<file path="src/rtl/bcd_pkg.sv">
// ============================================================================
//  Module      : bcd_pkg
//  Description : Shared types and constants for the BCD encode/decode blocks.
//  Revision    : 1.0 - initial release
// ============================================================================
`default_nettype none

package bcd_pkg;

    typedef enum logic [1:0] {
        IDLE = 2'd0,
        CONV = 2'd1,
        DONE = 2'd2
    } state_t;

    localparam int         BCD_DIGIT_W = 4;
    localparam logic [3:0] BCD_MAX     = 4'd9;

    // Binary width needed to hold the largest value of an n-digit BCD word.
    function automatic int bcd_min_bin_w(input int digits);
        longint v;
        v = 1;
        for (int i = 0; i < digits; i++) begin
            v = v * 10;
        end
        return $clog2(v);
    endfunction

endpackage

`default_nettype wire

</file>
<file path="src/rtl/bcd_mac10.sv">
// ============================================================================
//  Module      : bcd_mac10
//  Description : Combinational acc*10 + digit step, with optional bad-digit
//                flag when BCD_ERR_CHECK_EN is defined.
//  Revision    : 1.0 - initial release
// ============================================================================
`default_nettype none

module bcd_mac10
    import bcd_pkg::*;
#(
    parameter int BIN_W = 7
) (
    input  logic [BIN_W-1:0]       acc,
    input  logic [BCD_DIGIT_W-1:0] digit,
`ifdef BCD_ERR_CHECK_EN
    output logic                   digit_bad,
`endif
    output logic [BIN_W-1:0]       sum
);

    localparam int c_WIDE_W = BIN_W + BCD_DIGIT_W;
    typedef logic [c_WIDE_W-1:0] wide_t;

    // x10 as shift-and-add in a widened domain, then wrapped back to BIN_W.
    assign sum = BIN_W'((wide_t'(acc) << 3) + (wide_t'(acc) << 1) + wide_t'(digit));

`ifdef BCD_ERR_CHECK_EN
    assign digit_bad = (digit > BCD_MAX);
`endif

endmodule

`default_nettype wire

</file>
<file path="src/rtl/bcd_to_bin_seq.sv">
// ============================================================================
//  Module      : bcd_to_bin_seq
//  Description : Sequential BCD-to-binary converter, one digit per clock,
//                valid/ready on both sides. Macro: BCD_ERR_CHECK_EN.
//  Revision    : 1.0 - initial release
// ============================================================================
`default_nettype none

module bcd_to_bin_seq
    import bcd_pkg::*;
#(
    parameter int DIGITS = 2,
    parameter int BIN_W  = 7
) (
    input  logic                          clk,
    input  logic                          rst,
    input  logic                          in_valid,
    output logic                          in_ready,
    input  logic [BCD_DIGIT_W*DIGITS-1:0] bcd_in,
    output logic                          out_valid,
    input  logic                          out_ready,
    output logic [BIN_W-1:0]              bin_out,
    output logic                          err
);

    localparam int c_WORD_W = BCD_DIGIT_W * DIGITS;
    localparam int c_CNT_W  = (DIGITS > 1) ? $clog2(DIGITS) : 1;
    localparam logic [c_CNT_W-1:0] c_CNT_LAST = c_CNT_W'(DIGITS - 1);

    if (BIN_W < bcd_min_bin_w(DIGITS)) begin : g_bin_w_check
        $error("bcd_to_bin_seq: BIN_W too small for DIGITS");
    end

    state_t                 r_state;
    state_t                 w_next_state;
    logic [c_WORD_W-1:0]    r_shift;
    logic [BIN_W-1:0]       r_acc;
    logic [c_CNT_W-1:0]     r_cnt;
    logic [BIN_W-1:0]       r_bin_out;
    logic [BIN_W-1:0]       w_sum;
    logic [BCD_DIGIT_W-1:0] w_top;
    logic                   w_accept;
    logic                   w_last;

    assign w_top     = r_shift[c_WORD_W-1 -: BCD_DIGIT_W];
    assign in_ready  = (r_state == IDLE) && !rst;
    assign out_valid = (r_state == DONE);
    assign w_accept  = in_valid && in_ready;
    assign w_last    = (r_cnt == '0);
    assign bin_out   = r_bin_out;

`ifdef BCD_ERR_CHECK_EN
    logic w_digit_bad;
    logic r_err_acc;
    logic r_err;

    bcd_mac10 #(.BIN_W(BIN_W)) u_mac10 (
        .acc       (r_acc),
        .digit     (w_top),
        .digit_bad (w_digit_bad),
        .sum       (w_sum)
    );

    always_ff @(posedge clk) begin
        if (rst) begin
            r_err_acc <= 1'b0;
            r_err     <= 1'b0;
        end else if (r_state == IDLE) begin
            if (w_accept) r_err_acc <= 1'b0;
        end else if (r_state == CONV) begin
            r_err_acc <= r_err_acc | w_digit_bad;
            if (w_last) r_err <= r_err_acc | w_digit_bad;
        end
    end

    assign err = r_err;
`else
    bcd_mac10 #(.BIN_W(BIN_W)) u_mac10 (
        .acc   (r_acc),
        .digit (w_top),
        .sum   (w_sum)
    );

    assign err = 1'b0;
`endif

    always_ff @(posedge clk) begin
        if (rst) r_state <= IDLE;
        else     r_state <= w_next_state;
    end

    always_comb begin
        w_next_state = r_state;
        case (r_state)
            IDLE:    if (w_accept) w_next_state = CONV;
            CONV:    if (w_last) w_next_state = DONE;
            DONE:    if (out_ready) w_next_state = IDLE;
            default: w_next_state = IDLE;
        endcase
    end

    // Shift register, accumulator, digit counter and result register.
    always_ff @(posedge clk) begin
        if (rst) begin
            r_shift   <= '0;
            r_acc     <= '0;
            r_cnt     <= '0;
            r_bin_out <= '0;
        end else begin
            case (r_state)
                IDLE: begin
                    if (w_accept) begin
                        r_shift <= bcd_in;
                        r_acc   <= '0;
                        r_cnt   <= c_CNT_LAST;
                    end
                end
                CONV: begin
                    r_acc   <= w_sum;
                    r_shift <= r_shift << BCD_DIGIT_W;
                    if (w_last) r_bin_out <= w_sum;
                    else        r_cnt     <= r_cnt - c_CNT_W'(1);
                end
                default: ;
            endcase
        end
    end

endmodule

`default_nettype wire

</file>
<file path="config.mk">
export PLATFORM = sky130hd
export DESIGN_NAME = bcd_to_bin_seq
export DESIGN_NICKNAME = d
export VERILOG_FILES = /design/src/rtl/bcd_pkg.sv /design/src/rtl/bcd_mac10.sv /design/src/rtl/bcd_to_bin_seq.sv
export SDC_FILE = /design/constraint.sdc
export NUM_CORES = 1
export LEC_CHECK = 0
export BUFFER_PORTS_ARGS = -buffer_cell sky130_fd_sc_hd__clkbuf_2
export CORE_MARGIN = 5
export CORE_UTILIZATION = 30
export CTS_CLUSTER_DIAMETER = 30
export DETAILED_ROUTE_END_ITERATION = 6
export GPL_TIMING_DRIVEN = 0
export PLACE_DENSITY = 0.46
export SLEW_MARGIN = 20
export SYNTH_ARGS = -nofsm -noshare
export SYNTH_HDL_FRONTEND = slang
export SYNTH_HIERARCHICAL = 1
export SYNTH_SLANG_ARGS = --single-unit
</file>
<file path="constraint.sdc">
create_clock -name clk -period 2.6 [get_ports clk]
set_clock_uncertainty 0.1 [all_clocks]
set_input_delay 0.26 -clock clk [delete_from_list [all_inputs] [get_ports clk]]
set_output_delay 0.26 -clock clk [all_outputs]
set_load 0.05 [all_outputs]
</file>
==> results.yml <==
run_status:
  status: "complete, no violations"
logic_synthesis:
  synthCells: 125
  yosys_warnings: 6
  avgSynthCellArea_sq_um: 9.57
  synth_fp_nets: 147
  syn_area_sq_um: 1200
die:
  start_util_pct: 30.3
  die_w_um: 73.1
  core_sq_um: 3940
  die-height_um: 73.1
  io_pins: 22
  dieArea_sq_um: 5350
  row_count: 23
final_layout:
  areaGrowthSynthToFinish_pct: 17.8
  antennaDiodeCount: 0
  nets: 171
  layout-drive-gt1-share_pct: 22.3
  final_cell_mix: "dfxtp_1 (24), nor2_1 (22), clkbuf_2 (19)"
  mostFrequentLayoutCell: "dfxtp_1"
timing:
  finalHoldViolCount: 0
  setup_viol: 0
  rsz0062_at_grt: "no"
  period_needed_ps: 2250
  post-route-period-util_pct: 86.3
  fin_hold_ws_ps: 135
  fmax_mhz: 445
  timing.setup.tns_ps: 0
  final-max-slew-violation-count: 0
global_routing:
  grt_start_max_net_pins: 14
  grt_pass1_vias: 943
  antenna_found_initial: 0
  grt_pass1_wl_mm: 4.00
  grt_usage_pct: 9.42
  grt_overflow: 0
power_and_ir_drop:
  p_per_area_nw_per_um2: 570
  ir_drop_mv: 0.315
  p_leak_uw: 0.000651
placed_design:
  gp_congestion: 0.717
  hpwlAfterDp_mm: 1.92
  port_buffers: 19
cts:
  cts-buffers-inserted: 3
  ctsHoldBuffers: 0
  cts_setup_buffers: 0
  clock-root-buffer: "clkbuf_8"
  cts_max_path_buffers: 2
  clk_latency_ps: 260
  htree_num_levels: 1
  cts_tree: "built"
  clk_pin_slew_worst_paths_ps: 80
  numClockSinks: 24
  cts.repair.resized: 0
routing:
  drt_pre_antenna_iters: 4
  ant_nets: 0
  drcViolationCount: 0
  viasPerCell: 4.41
  routed_wl_mm: 2.25
  dr_total_vias: 874
  avgRoutedWirePerCell_um: 11.4
  drtIter0Drc: 19
worst_setup_path:
  reg2reg_setup_slack_ps: 350
  crit_type: "reg -> reg"
  cp-startpoint: "r_acc[0]"
  worstReg2RegStart: "r_acc[0]"
  worstPathMaxFanout: 3
  cp.required_ps: 2650
  end_kind: "register"
  startpoint_type: "register"
  arrival_ps: 2290
run:
  max-cap-violations: 0
hold_path:
  hp-start: "bcd_in[1]"
  holdCritPathClass: "in -> reg"
[registers in the layout (all words and copies together) (netlist names)]
name     cells
r_shift      8
bin_out      7
r_acc        6
r_state      2
r_cnt        1
[worst paths after layout]
kind / cells past startpoint / endpoint
min reg2reg: 2 / bin_out[3]
max reg2reg: 9 / r_acc[5]
min: 3 / r_shift[1]
max: 9 / r_acc[5]
[power breakdown]
part	leakage [uW]	switching (uW)	internal (uW)	total [uW]
sequential	0.000196	11.7	388	399
clock	0.0000288	113	135	248
combinational	0.000426	92.1	63.5	156
[worst max-delay path, stage by stage, from the launching register on]
cell,delay [ps]
dfxtp_1,370
inv_1,70
fa_1,580
inv_1,50
ha_1,290
a21o_1,160
a21oi_1,170
xnor2_1,120
a22oi_1,170
nor2_1,50
[metal layers]
layer	vias to the layer above	part of all wire (%)	track usage [%]
li1	465	-	-
met1	389	46	11.3
met2	18	50	16.8
met3	2	3.7	2.48
met4	0	0.22	1.84
met5	-	0	0
[through the flow]
step | cells | power [uW] | area, sq um | utilization [%] | worst slack [ps]
finish | 198 | 803 | 1410 | 35.7 | 355
global route | 198 | 857 | 1410 | 35.7 | 180
CTS | 198 | 826 | 1410 | 35.7 | 321
detailed placement | 194 | 569 | 1350 | 34.3 | 344
global placement | 194 | 564 | 1350 | 34.3 | 380
floorplan | 125 | 530 | 1200 | - | 504
[area by class of cell]
class / instances / area [sq um]
Tap cell: 50 / 62.6
Fill cell: 414 / 2530
Timing Repair Buffer: 19 / 95.1
Sequential cell: 24 / 480
Buffer: 11 / 70.1
Clock buffer: 4 / 55.1
Inverter: 11 / 41.3
Multi-Input combinational cell: 79 / 604
No activity file was read; power rests on OpenSTA's default activity.
